--- config.mk ---
export PLATFORM = sky130hd
export DESIGN_NAME = reset_sequencer
export DESIGN_NICKNAME = d
export VERILOG_FILES = /design/src/rtl/reset_sequencer_pkg.sv /design/src/rtl/reset_sequencer_debounce.sv /design/src/rtl/reset_sequencer.sv
export SDC_FILE = /design/constraint.sdc
export NUM_CORES = 1
export LEC_CHECK = 0
export BUFFER_PORTS_ARGS = -buffer_cell sky130_fd_sc_hd__buf_2
export CAP_MARGIN = 10
export CORE_MARGIN = 8
export CORE_UTILIZATION = 54
export DETAILED_ROUTE_END_ITERATION = 10
export PLACE_DENSITY = 0.76
export SYNTH_ARGS = -nofsm -noshare
export SYNTH_HDL_FRONTEND = slang
export SYNTH_SLANG_ARGS = --single-unit
--- constraint.sdc ---
create_clock -name i_brd_clk -period 1.65 [get_ports i_brd_clk]
set_input_delay 0.4125 -clock i_brd_clk [delete_from_list [all_inputs] [get_ports i_brd_clk]]
set_output_delay 0.4125 -clock i_brd_clk [all_outputs]
set_load 0.02 [all_outputs]
--- src/rtl/reset_sequencer_pkg.sv ---
// Shared types and constants for reset_sequencer.
package reset_seq_pkg;

  typedef enum logic [2:0] {
    ASSERT    = 3'd0,
    WAIT_LOCK = 3'd1,
    STRETCH   = 3'd2,
    RELEASE   = 3'd3,
    RUN       = 3'd4
  } state_e;

  localparam logic [2:0] CAUSE_POR = 3'd0;
  localparam logic [2:0] CAUSE_PIN = 3'd1;
  localparam logic [2:0] CAUSE_PLL = 3'd2;
  localparam logic [2:0] CAUSE_SW  = 3'd3;
  localparam logic [2:0] CAUSE_WDT = 3'd4;

  // Cause priority when several sources hit on the same edge:
  // pin > PLL > software > watchdog. Only called when some source is active.
  function automatic logic [2:0] pick_cause(input logic pin_bad,
                                            input logic pll_bad,
                                            input logic sw_req);
    if (pin_bad)      return CAUSE_PIN;
    else if (pll_bad) return CAUSE_PLL;
    else if (sw_req)  return CAUSE_SW;
    else              return CAUSE_WDT;
  endfunction

endpackage

--- src/rtl/reset_sequencer_debounce.sv ---
// Synchroniser plus debounce counter for an asynchronous level input.
// The debounced level flips only after the synchronised level has
// disagreed with it for DEBOUNCE_CYCLES+1 consecutive edges (the counter
// must reach DEBOUNCE_CYCLES, then the flip happens on the following edge).
module reset_debounce #(
  parameter int unsigned SYNC_STAGES     = 2,
  parameter int unsigned DEBOUNCE_CYCLES = 16
) (
  input  logic clk_i,
  input  logic rst_i,
  input  logic async_i,
  output logic sync_o,
  output logic deb_o
);

  localparam int unsigned CNT_W = $clog2(DEBOUNCE_CYCLES + 1);
  localparam logic [CNT_W-1:0] CNT_MAX = CNT_W'(DEBOUNCE_CYCLES);

  logic [SYNC_STAGES-1:0] sync_q;
  logic                   deb_q, deb_d;
  logic [CNT_W-1:0]       cnt_q, cnt_d;

  assign sync_o = sync_q[SYNC_STAGES-1];
  assign deb_o  = deb_q;

  // Multi-flop synchroniser chain.
  always_ff @(posedge clk_i or posedge rst_i) begin
    if (rst_i) sync_q <= '0;
    else       sync_q <= {sync_q[SYNC_STAGES-2:0], async_i};
  end

  // Count disagreeing samples; flip the debounced level once the count is full.
  always_comb begin
    deb_d = deb_q;
    cnt_d = '0;
    if (sync_o != deb_q) begin
      if (cnt_q == CNT_MAX) begin
        deb_d = ~deb_q;
        cnt_d = '0;
      end else begin
        cnt_d = cnt_q + 1'b1;
      end
    end
  end

  // Debounce state registers.
  always_ff @(posedge clk_i or posedge rst_i) begin
    if (rst_i) begin
      deb_q <= 1'b0;
      cnt_q <= '0;
    end else begin
      deb_q <= deb_d;
      cnt_q <= cnt_d;
    end
  end

endmodule

--- src/rtl/reset_sequencer.sv ---
// Board reset controller: debounced pin, PLL lock and software request are
// combined, reset is stretched, then domain resets are released in order.
// Optional watchdog reset source: define RESET_SEQ_WATCHDOG_EN.
module reset_sequencer
  import reset_seq_pkg::*;
#(
  parameter int unsigned N_DOMAINS       = 3,
  parameter int unsigned SYNC_STAGES     = 2,
  parameter int unsigned DEBOUNCE_CYCLES = 16,
  parameter int unsigned STRETCH_CYCLES  = 64,
  parameter int unsigned STAGGER_CYCLES  = 8
`ifdef RESET_SEQ_WATCHDOG_EN
  ,
  parameter int unsigned WDT_CYCLES      = 1048576
`endif
) (
  input  logic                 i_brd_clk,
  input  logic                 i_brd_rst,
  input  logic                 i_reset_n,
  input  logic                 i_pll_locked,
  input  logic                 i_sw_rst,
`ifdef RESET_SEQ_WATCHDOG_EN
  input  logic                 i_wdt_kick,
`endif
  output logic [N_DOMAINS-1:0] o_rst,
  output logic                 o_ready,
  output logic [2:0]           o_cause,
  output logic [2:0]           o_monitor
);

  localparam int unsigned STR_W = $clog2(STRETCH_CYCLES + 1);
  localparam int unsigned STG_W = $clog2(STAGGER_CYCLES + 1);
  localparam int unsigned IDX_W = $clog2(N_DOMAINS + 1);
  localparam logic [STR_W-1:0] STR_LAST = STR_W'(STRETCH_CYCLES - 1);
  localparam logic [STG_W-1:0] STG_LAST = STG_W'(STAGGER_CYCLES - 1);
  localparam logic [IDX_W-1:0] IDX_ALL  = IDX_W'(N_DOMAINS);

  state_e                 state_q, state_d;
  logic [N_DOMAINS-1:0]   rst_q, rst_d;
  logic                   ready_q, ready_d;
  logic [2:0]             cause_q, cause_d;
  logic [STR_W-1:0]       str_q, str_d;
  logic [STG_W-1:0]       stg_q, stg_d;
  logic [IDX_W-1:0]       idx_q, idx_d;

  logic                   pin_sync, pin_deb;
  logic [SYNC_STAGES-1:0] lock_sync_q;
  logic                   lock_sync;
  logic                   pin_bad, pll_bad, wdt_fire, any_src;

  reset_debounce #(
    .SYNC_STAGES    (SYNC_STAGES),
    .DEBOUNCE_CYCLES(DEBOUNCE_CYCLES)
  ) u_pin_deb (
    .clk_i  (i_brd_clk),
    .rst_i  (i_brd_rst),
    .async_i(i_reset_n),
    .sync_o (pin_sync),
    .deb_o  (pin_deb)
  );

  // PLL lock is only synchronised; no debounce.
  always_ff @(posedge i_brd_clk or posedge i_brd_rst) begin
    if (i_brd_rst) lock_sync_q <= '0;
    else           lock_sync_q <= {lock_sync_q[SYNC_STAGES-2:0], i_pll_locked};
  end

  assign lock_sync = lock_sync_q[SYNC_STAGES-1];
  assign pin_bad   = ~pin_deb;
  assign pll_bad   = ~lock_sync;

`ifdef RESET_SEQ_WATCHDOG_EN
  localparam int unsigned WDT_W = $clog2(WDT_CYCLES + 1);
  localparam logic [WDT_W-1:0] WDT_MAX = WDT_W'(WDT_CYCLES);

  logic [WDT_W-1:0] wdt_q, wdt_d;

  assign wdt_fire = (state_q == RUN) && (wdt_q == WDT_MAX);

  // Watchdog counts only while staying in RUN; a kick clears it.
  always_comb begin
    wdt_d = '0;
    if (state_q == RUN && state_d == RUN && !i_wdt_kick) wdt_d = wdt_q + 1'b1;
  end

  // Watchdog counter register.
  always_ff @(posedge i_brd_clk or posedge i_brd_rst) begin
    if (i_brd_rst) wdt_q <= '0;
    else           wdt_q <= wdt_d;
  end
`else
  assign wdt_fire = 1'b0;
`endif

  assign any_src = pin_bad | pll_bad | i_sw_rst | wdt_fire;

  // Sequencer next-state: qualify sources, stretch, staggered release.
  always_comb begin
    state_d = state_q;
    rst_d   = rst_q;
    ready_d = ready_q;
    cause_d = cause_q;
    str_d   = str_q;
    stg_d   = stg_q;
    idx_d   = idx_q;
    case (state_q)
      ASSERT: begin
        rst_d   = '1;
        ready_d = 1'b0;
        str_d   = '0;
        stg_d   = '0;
        idx_d   = '0;
        if (pin_deb && !i_sw_rst) state_d = WAIT_LOCK;
      end
      WAIT_LOCK: begin
        // Missing lock is the normal wait condition here, not a reset source.
        if (pin_bad || i_sw_rst) begin
          state_d = ASSERT;
          cause_d = pin_bad ? CAUSE_PIN : CAUSE_SW;
        end else if (lock_sync) begin
          state_d = STRETCH;
          str_d   = '0;
        end
      end
      STRETCH, RELEASE, RUN: begin
        if (any_src) begin
          state_d = ASSERT;
          rst_d   = '1;
          ready_d = 1'b0;
          str_d   = '0;
          stg_d   = '0;
          idx_d   = '0;
          cause_d = pick_cause(pin_bad, pll_bad, i_sw_rst);
        end else if (state_q == STRETCH) begin
          if (str_q == STR_LAST) begin
            // Domain 0 leaves reset on the same edge RELEASE is entered.
            state_d  = RELEASE;
            rst_d[0] = 1'b0;
            idx_d    = IDX_W'(1);
            stg_d    = '0;
          end else begin
            str_d = str_q + 1'b1;
          end
        end else if (state_q == RELEASE) begin
          if (idx_q == IDX_ALL) begin
            state_d = RUN;
            ready_d = 1'b1;
          end else if (stg_q == STG_LAST) begin
            for (int unsigned k = 0; k < N_DOMAINS; k++) begin
              if (k == 32'(idx_q)) rst_d[k] = 1'b0;
            end
            idx_d = idx_q + 1'b1;
            stg_d = '0;
          end else begin
            stg_d = stg_q + 1'b1;
          end
        end
      end
      default: state_d = ASSERT;
    endcase
  end

  // Sequencer state and registered outputs.
  always_ff @(posedge i_brd_clk or posedge i_brd_rst) begin
    if (i_brd_rst) begin
      state_q <= ASSERT;
      rst_q   <= '1;
      ready_q <= 1'b0;
      cause_q <= CAUSE_POR;
      str_q   <= '0;
      stg_q   <= '0;
      idx_q   <= '0;
    end else begin
      state_q <= state_d;
      rst_q   <= rst_d;
      ready_q <= ready_d;
      cause_q <= cause_d;
      str_q   <= str_d;
      stg_q   <= stg_d;
      idx_q   <= idx_d;
    end
  end

  assign o_rst     = rst_q;
  assign o_ready   = ready_q;
  assign o_cause   = cause_q;
  assign o_monitor = {rst_q[0], pin_deb, pin_sync};

endmodule

==> metrics.md, run 1 <==
| Metric | Value |
|---|---|
| Post-synthesis instance area | `1980 um^2` |
| Root Buffer Master | `sky130_fd_sc_hd__clkbuf_4` |
| Post-route non-filler standard cell count | `276` |
| Skew-Pair Late Insertion Delay | `0.33 ns` |
| Via count of the first global-routing pass | `1593` |
| Worst IR Drop VDD | `0.485 mV` |
| Dominant register cell in the synthesized netlist | `sky130_fd_sc_hd__dfrtp_1` |
| Final clock period utilization by the worst path | `97.1%` |
| Port bufs | `14` |
| Proportion of netlist area held by the largest area contributor | `38.0%` |
| Post-synthesis area per instance | `9.99 um^2` |
| Utilization of the core after routing | `63.1%` |
| Largest fanout on the critical path | `4` |
| Starting DRC count in detailed routing | `73` |
| Final HPWL from detailed placement | `2910 um` |
| Filler cells | `310` |
| Wire length per cell | `14.2 um` |
| Worst-margin pin slew | `0.395 ns` |
| Die Footprint | `5860 um^2` |
| Cell types occupying the most area after synthesis | `sky130_fd_sc_hd__dfrtp_1 (38%), sky130_fd_sc_hd__ha_1 (5.1%), sky130_fd_sc_hd__dfstp_2 (4.0%)` |
| Area grow syn2layout | `14.2%` |
| Antenna cells | `0` |
| Total number of yosys warnings | `0` |
| Synth top cells by count | `sky130_fd_sc_hd__dfrtp_1 (30), sky130_fd_sc_hd__nand2_1 (17), sky130_fd_sc_hd__inv_1 (13)` |
| Largest incremental delay on the critical path | `0.40 ns` |
| Initial Utilization | `55.3%` |
| Placer congestion estimate | `0.820` |
| Final critical-path required period | `1.60 ns` |
| Number of cells after detailed placement | `267` |
| Tot GR Track Use | `14.1%` |
| Final Max Tran Viols | `0` |
| Final global-route overflow total | `0` |
| Core box area | `3580 um^2` |
| Count of mapped cells out of synthesis | `198` |
| Number of antenna violations at the first check in global routing | `0` |
| CP required | `1.88 ns` |
| Placement row count | `22` |
| Worst max-slew margin expressed relative to the limit | `73.4%` |
| Fraction of layout cells with a size suffix above 1 | `28.5%` |
| Number of detailed-routing iterations run before antenna repair | `4` |
| Clock-pin slew on the worst setup and hold paths | `0.10 ns` |
| Max H-tree Level | `2` |
| Number of nets produced by synthesis | `211` |
| Total CTS buffers | `5` |
| Max Cap Violations | `0` |
| Post-synth EDFFs | `0` |
| Worst setup skew after layout | `0.00958 ns` |
| Vias | `1572` |
| Number of nets with antenna violations after detailed routing | `0` |
| Total leakage power | `0.973 nW` |
| Final-report setup violation count | `0` |
| Achievable frequency | `624 MHz` |
| Pin count of the biggest net entering global routing | `34` |
| Power per standard cell area | `577 nW/um^2` |
| Clock tree from TritonCTS | `built` |
| Number of placed I/O pins | `15` |
| Post-synthesis sequential element count | `33` |
| WP data arrival | `1.83 ns` |
| CP top delay family | `simple AND/OR/NAND/NOR gates` |
| Number of sinks on the clock net | `33` |
| Cell type of the slowest stage on the worst timing path | `sky130_fd_sc_hd__dfrtp_1` |
| Residual DRC | `0` |
| Global-route wire length before repair | `6970 um` |
| Buffers from clock root to sink, at most | `2` |
| Synth cell types | `60` |
| Critical path capture point type | `flip-flop` |
| Die outline height | `76.5 um` |
| Biggest area consumer among synthesized cells | `sky130_fd_sc_hd__dfrtp_1` |
| Kind of critical path | `flip-flop to flip-flop` |
| Final wirelength | `3910 um` |
| Vias per cell | `5.70` |
| Path class of the lowest-slack min-delay path | `input pin to asynchronous set/reset pin` |
| Final number of hold-violating endpoints | `0` |
| Result of the run | `finished, final reports clean` |
| Sequential element share of the synthesized area | `41.9%` |
| Worst setup SP type | `flip-flop` |
| Number of buffers and inverters on the critical path | `0` |
| Async set-or-reset flop fraction in the synthesized netlist | `100%` |
| Width of the die | `76.5 um` |
| Cell with the most instances after synthesis | `sky130_fd_sc_hd__dfrtp_1` |
| Cell-by-cell listing of the critical path | `ha_2 -> and4bb_2 -> and2_4 -> and3b_1 -> a211o_1` |
| Final #Nets | `240` |
-- layout by cell type, fill, tap and decap left out, drive strengths merged, types with 5 or more instances in the layout --
master	netlist	routed
a21oi	12	12
buf	9	33
clkbuf	2	6
dfrtp	30	30
ha	8	8
inv	13	13
nand2	17	17
nand3	10	10
nand3b	5	5
nor2	11	11
o21ai	16	16
-- final cells by class --
class | count | area [um^2] | area share, %
clock buffer | 6 | 41.3 | 1.83
clock inverter | 2 | 10.0 | 0.443
inverter | 13 | 48.8 | 2.16
multi-input combinational | 141 | 1040 | 46.1
sequential | 33 | 832 | 36.8
tap | 48 | 60.1 | 2.66
timing repair buffer | 33 | 225 | 9.97
-- cell families after synthesis --
group,Yosys count,synth area share [%]
DFF,33,41.9
adders and majority gates,8,5.06
xor gates and xnor gates,6,3.61
buffers and inverters,24,7.02
AOI/OAI and AO/OA,58,21.1
and+or+nand+nor,67,20.2
muxes,2,1.08
-- worst min-delay path: cells and delay by family --
family / cells / cell delay, ns
buf+inv: 3 / 0.50
-- registers in the layout, indices dropped and copies added (netlist names), 2 cells and up --
| name | flops |
|---|---|
| stg_q | 4 |
| state_q | 3 |
| u_pin_deb.cnt_q | 5 |
| o_cause | 3 |
| u_pin_deb.sync_q | 2 |
| lock_sync_q | 2 |
| str_q | 7 |
| idx_q | 2 |
| o_rst | 3 |
-- worst paths after layout --
check                          startpoint             endpoint  slack, ns  cells past startpoint
min in group i_brd_clk          i_reset_n  u_pin_deb.sync_q[0]       0.18                      1
hold reg to reg            lock_sync_q[0]       lock_sync_q[1]       0.36                      0
max in group asynchronous       i_brd_rst           state_q[0]       1.17                      3
setup reg to reg                 idx_q[0]             stg_q[2]       0.05                      5
hold / removal                  i_brd_rst   u_pin_deb.cnt_q[4]       0.15                      3
setup / recovery                 idx_q[0]             stg_q[2]       0.05                      5
-- stage by stage --
step	setup slack (ns)	total power (W)	setup TNS [ns]	hold slack [ns]	instance area, um^2
CTS	0.0393	0.00133	0	0.151	2220
floorplan	0.112	0.000880	0	0.331	1980
global route	-0.000168	0.00137	-0.000168	0.155	2260
detailed placement	0.0486	0.000900	0	0.340	2170
finish	0.0471	0.00130	0	0.150	2260
global placement	0.0648	0.000899	0	0.332	2170
-- what timing repair did --
item	4_1_cts	5_1_grt
setup buffers	0	1
setup endpoints to repair	0	11
endpoints found under the hold margin	0	0
gates resized for setup	0	9
hold buffers	0	0
-- layer usage --
| metal | part of all wire [%] | routed length (um) | global-route usage, % | vias to the layer above |
|---|---|---|---|---|
| met3 | 3.6 | 141 | 4.01 | 9 |
| met5 | 0 | 0 | 0 | - |
| met4 | 1.7 | 68 | 5.96 | 0 |
| li1 | - | - | - | 769 |
| met1 | 46 | 1800 | 16.9 | 760 |
| met2 | 49 | 1900 | 22.9 | 34 |
-- power breakdown --
part	switching (W)	total, W	internal (W)
clock	0.000258	0.000420	0.000162
combinational	0.0000336	0.0000535	0.0000198
sequential	0.00000960	0.000829	0.000820
No activity file was read; power rests on OpenSTA's default activity.
==> run 2, diff against run 1 <==
CORE_UTILIZATION = 40   (was 54)
PLACE_DENSITY = default   (was 0.76)
==> run 2 against run 1 <==
Effect of this change: wire length up 4.3%; flip-flop and latch count unchanged; first-iteration DRC count up 33%; total power up 27%; clock-buffer cell count down 1; final area up 4.1%; clock power up 84%; critical path type unchanged; critical endpoint unchanged.
==> metrics.md, run 2 (synthesized netlist as in run 1, its figures left out) <==
| Metric | Value |
|---|---|
| Largest incremental delay on the critical path | `0.40 ns (about the same)` |
| Largest fanout on the critical path | `4 (unchanged)` |
| Biggest registers after layout | `str_q x7, u_pin_deb.cnt_q x5, stg_q x4` |
| Number of detailed-routing iterations run before antenna repair | `4 (unchanged)` |
| Vias | `1553 (-1.2%)` |
| Reg-to-reg startpoint | `idx_q[0]` |
| Final critical-path required period | `1.59 ns (-0.0146 ns)` |
| CP required | `1.82 ns (-0.06 ns)` |
| Filler cells | `449 (+45%)` |
| Fraction of met3 tracks used by global routing | `3.21% (-0.80 points)` |
| Number of sinks on the clock net | `33 (unchanged)` |
| Final Instance Area | `2350 um^2 (+4.1%)` |
| Power per standard cell area | `705 nW/um^2 (+22%)` |
| Length in cells of the worst reg-to-reg path | `5 (unchanged)` |
| Die outline height | `86.3 um (+13%)` |
| Worst-margin pin slew | `0.435 ns (+0.0392 ns)` |
| Number of nets with antenna violations after detailed routing | `0 (unchanged)` |
| Area grow syn2layout | `18.9%` |
| Smallest hold slack | `0.199 ns (+0.0488 ns)` |
| Total placed instance area | `2230 um^2 (+2.9%)` |
| Setup tns final | `0 ns (unchanged)` |
| Final-report setup violation count | `0 (unchanged)` |
| Antenna cells | `0 (unchanged)` |
| Number of placed I/O pins | `15 (unchanged)` |
| Multi-input combinational cell area | `1020 um^2 (-2.5%)` |
| Via count of the first global-routing pass | `1539 (-3.4%)` |
| Worst IR Drop VDD | `0.382 mV (-21%)` |
| Worst max-slew margin expressed relative to the limit | `70.8% (-2.6 points)` |
| Vias per cell | `5.16 (-9.4%)` |
| Max reg flops | `7 (unchanged)` |
| Area used by sequential logic in the layout | `831 um^2 (-0.15%)` |
| Hold-fix buffer count after cts | `0 (unchanged)` |
| Met2 Track Usage GR | `18.8% (-4.1 points)` |
| Layer with the highest usage | `met2` |
| Residual DRC | `0 (unchanged)` |
| Final global-route overflow total | `0 (unchanged)` |
| Critical path capture point type | `flip-flop` |
| Final HPWL from detailed placement | `3090 um (+6.3%)` |
| Met1 capacity usage during global routing | `14.7% (-2.2 points)` |
| Fraction of layout cells with a size suffix above 1 | `29.9% (+1.4 points)` |
| Total leakage power | `1.03 nW (+5.9%)` |
| Skew-Pair Late Insertion Delay | `0.28 ns (-0.05 ns)` |
| Kind of critical path | `flip-flop to flip-flop` |
| WP data arrival | `1.76 ns (-0.07 ns)` |
| Cell type of the slowest stage on the worst timing path | `sky130_fd_sc_hd__dfrtp_1` |
| Clock-pin slew on the worst setup and hold paths | `0.08 ns (-0.02 ns)` |
| Tot GR Track Use | `11.6% (-2.4 points)` |
| Initial Utilization | `41.6% (-14 points)` |
| Final #Nets | `246 (+2.5%)` |
| Pin count of the biggest net entering global routing | `34 (unchanged)` |
| Core box area | `4750 um^2 (+33%)` |
| Die Footprint | `7450 um^2 (+27%)` |
| Achievable frequency | `630 MHz (+0.92%)` |
| Total CTS buffers | `5 (unchanged)` |
| Buffers from clock root to sink, at most | `2 (unchanged)` |
| Path class of the lowest-slack min-delay path | `input pin to asynchronous set/reset pin` |
| Result of the run | `finished, final reports clean` |
| Number of antenna violations at the first check in global routing | `0 (unchanged)` |
| Most frequent cells in the layout | `sky130_fd_sc_hd__dfrtp_1 (29), sky130_fd_sc_hd__buf_4 (25), sky130_fd_sc_hd__nand2_1 (17), sky130_fd_sc_hd__buf_2 (14), sky130_fd_sc_hd__inv_1 (13)` |
| Most common cell after layout, fill and taps aside | `sky130_fd_sc_hd__dfrtp_1` |
| Max Cap Violations | `0 (unchanged)` |
| Final Max Tran Viols | `0 (unchanged)` |
| Worst setup skew after layout | `0.00422 ns (-0.00535 ns)` |
| Cell-by-cell listing of the critical path | `ha_1 -> and4bb_2 -> and2_4 -> and3b_1 -> a211o_1` |
| Final wirelength | `4080 um (+4.3%)` |
| Placer congestion estimate | `0.782 (-4.6%)` |
| Final clock period utilization by the worst path | `96.3% (-0.89 points)` |
| Largest register by flop count | `str_q` |
| Root Buffer Master | `sky130_fd_sc_hd__clkbuf_8` |
| Launch point of the critical path | `idx_q[0]` |
| RSZ-0062 raised after global routing | `false` |
| Max H-tree Level | `2 (unchanged)` |
| Starting DRC count in detailed routing | `97 (+33%)` |
| Width of the die | `86.3 um (+13%)` |
| Port bufs | `14 (unchanged)` |
| Placement row count | `25 (+14%)` |
| Wire length per cell | `13.6 um (-4.3%)` |
| Clock tree from TritonCTS | `built` |
| Final number of hold-violating endpoints | `0 (unchanged)` |
| Global-route wire length before repair | `7090 um (+1.7%)` |
| Worst setup SP type | `flip-flop` |
-- run 2: critical path: cells and delay by family, from the launching register on --
kind	cells	cell delay, ns
AND/OR/NAND/NOR	3	0.61
flip-flops	1	0.40
AO/OA/AOI/OAI	1	0.26
adder cells (fa/ha/maj)	1	0.21
-- run 2: report_power, final --
| part | internal [W] | switching (W) | leakage (nW) | total [W] |
|---|---|---|---|---|
| Sequential | 0.000820 | 0.00000914 | 0.432 | 0.000829 |
| Combinational | 0.0000212 | 0.0000344 | 0.544 | 0.0000556 |
| Clock | 0.000452 | 0.000322 | 0.0543 | 0.000774 |
| Total | 0.00129 | 0.000365 | 1.03 | 0.00166 |
-- run 2: layer usage --
metal / wire [um] / vias to the layer above
met3: 111 / 2
li1: - / 784
met2: 1930 / 24
met1: 2010 / 743
met4: 30 / 0
met5: 0 / -
-- run 2: metrics by stage --
step                utilization (%)  instances  worst slack [ns]  total power [W]
global placement               46.9        293            0.0650         0.000901
CTS                            49.3        301            0.0619          0.00168
global route                   49.5        301            0.0110          0.00173
floorplan                         -        198             0.112         0.000880
finish                         49.5        301            0.0618          0.00166
detailed placement             46.9        293            0.0511         0.000903
-- run 2: cell type report --
class / count / area share (%)
clock buffers: 5 / 2.93
well taps: 67 / 3.56
multi-input cells: 141 / 43.2
clock inverters: 3 / 1.97
inverters: 13 / 2.07
flip-flops and latches: 33 / 35.3
repair buffers: 39 / 11.0
-- run 2: what timing repair did --
| action | 4_1_cts | 5_1_grt |
|---|---|---|
| setup endpoints to repair | 0 | 4 |
| resized for setup | 0 | 3 |
| setup buffers | 0 | 0 |
-- run 2: final timing paths --
check	end	slack, ns
max	stg_q[2]	0.06
min	u_pin_deb.cnt_q[1]	0.20
max reg2reg	stg_q[2]	0.06
min reg2reg	lock_sync_q[1]	0.36
max in group asynchronous	state_q[0]	1.13
min in group i_brd_clk	lock_sync_q[0]	0.23
